**src/rtl/level_bar_pkg.sv**
```systemverilog
// level_bar_pkg: shared types and constants for the LED level bar controller.
//   state_e : key FSM states (IDLE, HOLD, REPEAT)
//   dir_e   : direction latched for the active key
//   KEY_*   : bit positions of the increment/decrement keys
//   MODE_*  : LEDR decode styles
package level_bar_pkg;

    typedef enum logic [1:0] {
        IDLE   = 2'd0,
        HOLD   = 2'd1,
        REPEAT = 2'd2
    } state_e;

    typedef enum logic {
        DIR_INC = 1'b0,
        DIR_DEC = 1'b1
    } dir_e;

    localparam int unsigned KEY_INC  = 0;
    localparam int unsigned KEY_DEC  = 1;

    localparam int unsigned MODE_BAR = 0;
    localparam int unsigned MODE_DOT = 1;

    function automatic int unsigned max_u(input int unsigned a, input int unsigned b);
        return (a > b) ? a : b;
    endfunction

endpackage

```
**src/rtl/level_bar_key_sync.sv**
```systemverilog
// level_bar_key_sync: 2-flop synchronizer for the two active-low keys.
//   clk, rst_n : clock and synchronous active-low reset (flops reset to released)
//   key_n      : raw active-low keys, asynchronous to clk
//   pressed    : synchronized, active-high pressed bits
module level_bar_key_sync (
    input  logic       clk,
    input  logic       rst_n,
    input  logic [1:0] key_n,
    output logic [1:0] pressed
);

    logic [1:0] sync1_q, sync1_d;
    logic [1:0] sync2_q, sync2_d;

    always_comb begin
        sync1_d = key_n;
        sync2_d = sync1_q;
    end

    always_ff @(posedge clk) begin
        if (!rst_n) begin
            sync1_q <= 2'b11;
            sync2_q <= 2'b11;
        end else begin
            sync1_q <= sync1_d;
            sync2_q <= sync2_d;
        end
    end

    assign pressed = ~sync2_q;

endmodule

```
**src/rtl/level_bar.sv**
```systemverilog
// level_bar: push-button level controller driving the board LED bar.
//   CLOCK_50 : sole clock, rising edge
//   RESET_N  : synchronous active-low reset
//   KEY      : active-low keys, [0] increment, [1] decrement (asynchronous)
//   LEDR     : bar-fill or single-dot decode of the level
//   level    : current level, 0..WIDTH
//   at_max   : level == WIDTH
//   at_min   : level == 0
//   step     : one-cycle pulse whenever the level register changes
// Build option: LEVEL_BAR_AUTOREPEAT_EN enables hold-to-repeat; without it
// each press yields exactly one step.
module level_bar
    import level_bar_pkg::*;
#(
    parameter int unsigned WIDTH         = 10,
    parameter int unsigned INIT_LEVEL    = 5,
    parameter int unsigned HOLD_CYCLES   = 25000000,
    parameter int unsigned REPEAT_CYCLES = 5000000,
    parameter int unsigned WRAP          = 0,
    parameter int unsigned MODE          = 0,
    localparam int unsigned LVL_W        = $clog2(WIDTH + 1)
) (
    input  logic             CLOCK_50,
    input  logic             RESET_N,
    input  logic [1:0]       KEY,
    output logic [WIDTH-1:0] LEDR,
    output logic [LVL_W-1:0] level,
    output logic             at_max,
    output logic             at_min,
    output logic             step
);

    if (INIT_LEVEL > WIDTH || HOLD_CYCLES == 0 || REPEAT_CYCLES == 0) begin : g_bad_param
        $error("level_bar: illegal parameter combination");
    end

    logic [1:0] pressed;

    level_bar_key_sync u_key_sync (
        .clk     (CLOCK_50),
        .rst_n   (RESET_N),
        .key_n   (KEY),
        .pressed (pressed)
    );

    state_e           state_q, state_d;
    dir_e             dir_q, dir_d;
    logic [LVL_W-1:0] level_q, level_d;
    logic             step_q, step_d;
    logic             do_step;
    dir_e             step_dir;
    logic             active_held;

`ifdef LEVEL_BAR_AUTOREPEAT_EN
    localparam int unsigned TIMER_W = $clog2(max_u(HOLD_CYCLES, REPEAT_CYCLES) + 1);
    logic [TIMER_W-1:0] timer_q, timer_d;
`endif

    assign active_held = (dir_q == DIR_DEC) ? pressed[KEY_DEC] : pressed[KEY_INC];

    // Key FSM: decides when a step is issued and in which direction.
    always_comb begin
        state_d  = state_q;
        dir_d    = dir_q;
        do_step  = 1'b0;
        step_dir = dir_q;
`ifdef LEVEL_BAR_AUTOREPEAT_EN
        timer_d  = timer_q;
`endif
        case (state_q)
            IDLE: begin
                // Both keys together is ambiguous and ignored.
                if (pressed[KEY_INC] ^ pressed[KEY_DEC]) begin
                    do_step  = 1'b1;
                    step_dir = pressed[KEY_DEC] ? DIR_DEC : DIR_INC;
                    dir_d    = step_dir;
                    state_d  = HOLD;
`ifdef LEVEL_BAR_AUTOREPEAT_EN
                    timer_d  = '0;
`endif
                end
            end
            HOLD: begin
                if (!active_held) begin
                    state_d = IDLE;
`ifdef LEVEL_BAR_AUTOREPEAT_EN
                end else if (timer_q == TIMER_W'(HOLD_CYCLES - 1)) begin
                    do_step = 1'b1;
                    timer_d = '0;
                    state_d = REPEAT;
                end else begin
                    timer_d = timer_q + TIMER_W'(1);
`endif
                end
            end
`ifdef LEVEL_BAR_AUTOREPEAT_EN
            REPEAT: begin
                if (!active_held) begin
                    state_d = IDLE;
                end else if (timer_q == TIMER_W'(REPEAT_CYCLES - 1)) begin
                    do_step = 1'b1;
                    timer_d = '0;
                end else begin
                    timer_d = timer_q + TIMER_W'(1);
                end
            end
`endif
            default: state_d = IDLE;
        endcase
    end

    // Level update; a saturated step leaves the level alone and does not pulse.
    always_comb begin
        level_d = level_q;
        if (do_step) begin
            if (step_dir == DIR_INC) begin
                if (level_q < LVL_W'(WIDTH))  level_d = level_q + LVL_W'(1);
                else if (WRAP != 0)           level_d = '0;
            end else begin
                if (level_q != '0)            level_d = level_q - LVL_W'(1);
                else if (WRAP != 0)           level_d = LVL_W'(WIDTH);
            end
        end
        step_d = (level_d != level_q);
    end

    always_ff @(posedge CLOCK_50) begin
        if (!RESET_N) begin
            state_q <= IDLE;
            dir_q   <= DIR_INC;
            level_q <= LVL_W'(INIT_LEVEL);
            step_q  <= 1'b0;
`ifdef LEVEL_BAR_AUTOREPEAT_EN
            timer_q <= '0;
`endif
        end else begin
            state_q <= state_d;
            dir_q   <= dir_d;
            level_q <= level_d;
            step_q  <= step_d;
`ifdef LEVEL_BAR_AUTOREPEAT_EN
            timer_q <= timer_d;
`endif
        end
    end

    // LED decode: bar lights the top `level` LEDs, dot lights only the lowest of them.
    always_comb begin
        LEDR = '0;
        for (int i = 0; i < int'(WIDTH); i++) begin
            if (level_q != '0) begin
                if (MODE == MODE_DOT) LEDR[i] = (i == int'(WIDTH) - int'(level_q));
                else                  LEDR[i] = (i >= int'(WIDTH) - int'(level_q));
            end
        end
    end

    assign level  = level_q;
    assign step   = step_q;
    assign at_max = (level_q == LVL_W'(WIDTH));
    assign at_min = (level_q == '0);

endmodule

```
**config.mk**
```make
export PLATFORM = sky130hd
export DESIGN_NAME = level_bar
export DESIGN_NICKNAME = d
export VERILOG_FILES = /design/src/rtl/level_bar_pkg.sv /design/src/rtl/level_bar_key_sync.sv /design/src/rtl/level_bar.sv
export SDC_FILE = /design/constraint.sdc
export NUM_CORES = 1
export LEC_CHECK = 0
export ABC_AREA = 1
export BUFFER_PORTS_ARGS = -buffer_cell sky130_fd_sc_hd__buf_2
export CAP_MARGIN = 5
export CORE_MARGIN = 1
export CORE_UTILIZATION = 40
export CTS_BUF_LIST = sky130_fd_sc_hd__clkbuf_4 sky130_fd_sc_hd__clkbuf_8
export DETAILED_ROUTE_END_ITERATION = 8
export PLACE_DENSITY = 0.61
export SLEW_MARGIN = 25
export SYNTH_ARGS = -nofsm -noshare
export SYNTH_HDL_FRONTEND = slang
export SYNTH_SLANG_ARGS = --single-unit
```
**constraint.sdc**
```tcl
create_clock -name CLOCK_50 -period 1.64 [get_ports CLOCK_50]
set_input_delay 0.082 -clock CLOCK_50 [delete_from_list [all_inputs] [get_ports CLOCK_50]]
set_output_delay 0.082 -clock CLOCK_50 [all_outputs]
set_load 0.05 [all_outputs]
```
==> results_dict.tcl <==
set metrics [dict create \
    run_status "finished, violations left" \
    violations "negative setup slack" \
    switchingPower_uw 485 \
    numCtsBuffers 3 \
    fp.dieH_um 48.8 \
    setup_viol_count_final 12 \
    drtPass1Iterations 5 \
    path_clk_slew_ns 0.08 \
    synth_cell_types 20 \
    grt_usage_pct 25.3 \
    slowest_delay_ns 0.41 \
    stdcell_count 236 \
    syn_area_um2 875 \
    synth_nets 153 \
    r2r_start "level[1]$_SDFF_PN0_" \
    power_frac_comb_pct 55.0 \
    die_w_um 48.8 \
    cts_tree "done" \
    grt.met3_usage_pct 4.40 \
    gp_congestion 0.871 \
    post-route-period-util_pct 139 \
    cts_buffer_depth 2 \
    switching_share_pct 43.3 \
    layout.cells.most_common "nand2_1" \
    ys_seq_elements 11 \
    fin_crit_ns 2.29 \
    fill_cells 107 \
    top_usage_layer "met2" \
    pre_cts_ws_ns -0.232 \
    cp.depth 12 \
    yosysWarnings 0 \
    holdPathEnd "u_key_sync.sync2_q[1]$_SDFF_PN1_" \
    path_buf_inv 4 \
    worstPathArrival_ns 2.20 \
    drt_iter0_drc 41 \
    critPathMostFrequentCell "nand2_1" \
    core-area_mm2 0.00200 \
    cts_sinks 11 \
    worst_slew_pin_slew_ns 0.387 \
    hold_viol_final 0 \
    pwr-share-seq_pct 26.4 \
    worstSetupPathType "reg -> out" \
    cp_cell_sequence "clkinv_4 -> ha_4 -> inv_2 -> nor2_2 -> nand2_1 -> nand2_1 -> nand2_1 -> nand3_1 -> nand3_1 -> nand2_2 -> clkinvlp_4 -> buf_8" \
    slew_headroom_pct 74.2 \
    cp_top_family "simple AND/OR/NAND/NOR gates" \
    vias 1250 \
    grtUsageMet2_pct 45.6 \
    grt_pass1_wl_mm 4.63 \
    viasPerCell 5.30 \
    antenna_found_initial 0 \
    nNetsFinal 219 \
    pwr_density_cell_mw_per_mm2 638 \
    numPortBuffers 20 \
    ioPinCount 21 \
    most-common-layout-cells "nand2_1 (36), buf_4 (29), buf_6 (16), inv_1 (14), nand3_1 (11)" \
    avgRoutedWirePerCell_um 16.4 \
    drive_gt1_share_pct 56.9 \
    fin_total_pwr_uw 1120 \
    min_path_type "reg -> reg" \
    rsz0062_at_grt "yes" \
    die-area_mm2 0.00238 \
    synth_area_per_cell_um2 6.07 \
    critical-path-slowest-cell "dfxtp_4" \
    dp.cells 220 \
    synth_area_leaders "dfxtp_1 (25%), nand2_1 (18%), inv_1 (8.6%), ha_1 (7.2%), nand3_1 (6.3%)" \
    r2r_cells 12 \
    area_growth_pct 101 \
    fin_ws_ns -0.646 \
    cts.htree.levels 1 \
    slew_violations 0 \
    grt_overflow_total 0 \
    hpwl_mm 2.14 \
    synthCells 144 \
    irDropWorstVdd_mv 0.596 \
    max_cap_violations 0 \
    use_met1_pct 30.3 \
    wl_mm 3.87 \
    intPower_uw 634 \
    ant_nets 0 \
    hp-start "u_key_sync.sync1_q[1]$_SDFF_PN1_" \
    cts_root_buffer "clkbuf_4" \
    hold_path_depth 1 \
    drc 0 \
    initial_core_util_pct 43.7 \
    clock_latency_ns 0.28 \
    skew_ns 0.0142 \
    synth.largest_area_cell "dfxtp_1" \
    diodes 0 \
    grt_max_degree 10 \
    seq_area_frac_synth_pct 25.2 \
    crit_path_end_kind "output port" \
    synthDominantCellAreaShare_pct 25.2 \
    leakage_uw 0.000826 \
    max_freq_ghz 0.437 \
    cp_max_fo 5 \
    row_count 16 \
    critPathLaunchType "flop" \
    crit_required_ns 1.56 \
    grt_pass1_vias 1043 \
    reg2reg_slack_ns 0 \
    pwr-share-clk_pct 18.5 \
    timing.rr.end "level[0]$_SDFF_PN1_" \
]
[logic make-up (layout without fill, tap and decap cells)]
family / count (synthesis) / after routing / synth area share, %
buf+inv: 26 / 91 / 11.2
simple gates: 83 / 83 / 43.2
compound gates: 19 / 19 / 13.3
flops: 11 / 11 / 25.2
fa+ha+maj: 5 / 5 / 7.15
[worst register-to-register path, delay by kind of cell (launching register included)]
family        cells  cell delay [ns]
flops             1             0.39
fa+ha+maj         1             0.18
buf+inv           2             0.25
simple gates      9             0.74
[worst max path at each step]
stage | start | endpoint | slack (ns)
CTS | level[0]$_SDFF_PN1_ | LEDR[0] | -0.41
detailed placement | level[0]$_SDFF_PN1_ | LEDR[0] | -0.23
finish | level[0]$_SDFF_PN1_ | LEDR[0] | -0.65
global route | level[0]$_SDFF_PN1_ | LEDR[0] | -0.72
floorplan | level[0]$_SDFF_PN1_ | LEDR[0] | -0.24
global placement | level[0]$_SDFF_PN1_ | LEDR[0] | -0.16
[layer usage]
layer	vias up	routed length, µm
met4	0	227
met2	64	1980
met5	-	0
li1	586	-
met3	22	238
met1	578	1420
[through the flow]
stage	setup TNS [ns]	area (µm²)	utilization (%)	hold slack, ns
after floorplan	-0.861	955	-	0.150
after global placement	-0.198	1310	65.3	0.266
after detailed placement	-0.354	1310	65.3	0.271
after CTS	-1.71	1570	78.4	0.420
after global routing	-3.24	1760	87.7	0.437
final	-2.50	1760	87.7	0.414
[cell usage after synthesis]
master / count
inv_1: 20
nand3_2: 2
nor3_1: 2
nor2_1: 12
o21ai_1: 1
or2_2: 4
nand4_1: 1
o211ai_1: 3
o21ai_4: 1
clkinv_1: 1
nand2_1: 43
nand3_1: 11
dfxtp_1: 11
o21ai_0: 6
nor2_4: 1
ha_1: 5
nand2_2: 7
a31oi_1: 2
inv_2: 5
a21oi_1: 6
[sequential cells by signal, summed over array words and instances (netlist names)]
register,count
dir_q,1
level,4
state_q,1
step,1
u_key_sync.sync1_q,2
u_key_sync.sync2_q,2
[area by class of cell]
cell class | instances | area (µm²) | area share (%)
flip-flops and latches | 11 | 233 | 13.3
clock buffers | 4 | 30.0 | 1.71
repair buffers | 61 | 548 | 31.2
well taps | 27 | 33.8 | 1.92
inverters | 26 | 116 | 6.63
multi-input cells | 107 | 795 | 45.3
[power by group through the flow]
stage          Sequential [µW]  Combinational, µW  Clock, µW
6_report                   296                616        207
2_1_floorplan              325                277          0
3_5_place_dp               301                433          0
5_1_grt                    298                638        224
3_3_place_gp               300                428          0
4_1_cts                    294                542        215
[repair_timing]
| action | CTS | global route |
|---|---|---|
| pin swaps | 13 | 16 |
| resized for setup | 46 | 36 |
| endpoints found under the hold margin | 3 | 0 |
| endpoints found under the setup margin | 12 | 16 |
| buffers inserted | 7 | 7 |
| hold buffers | 3 | 0 |
Note: power is estimated with default switching activity, not from simulation.
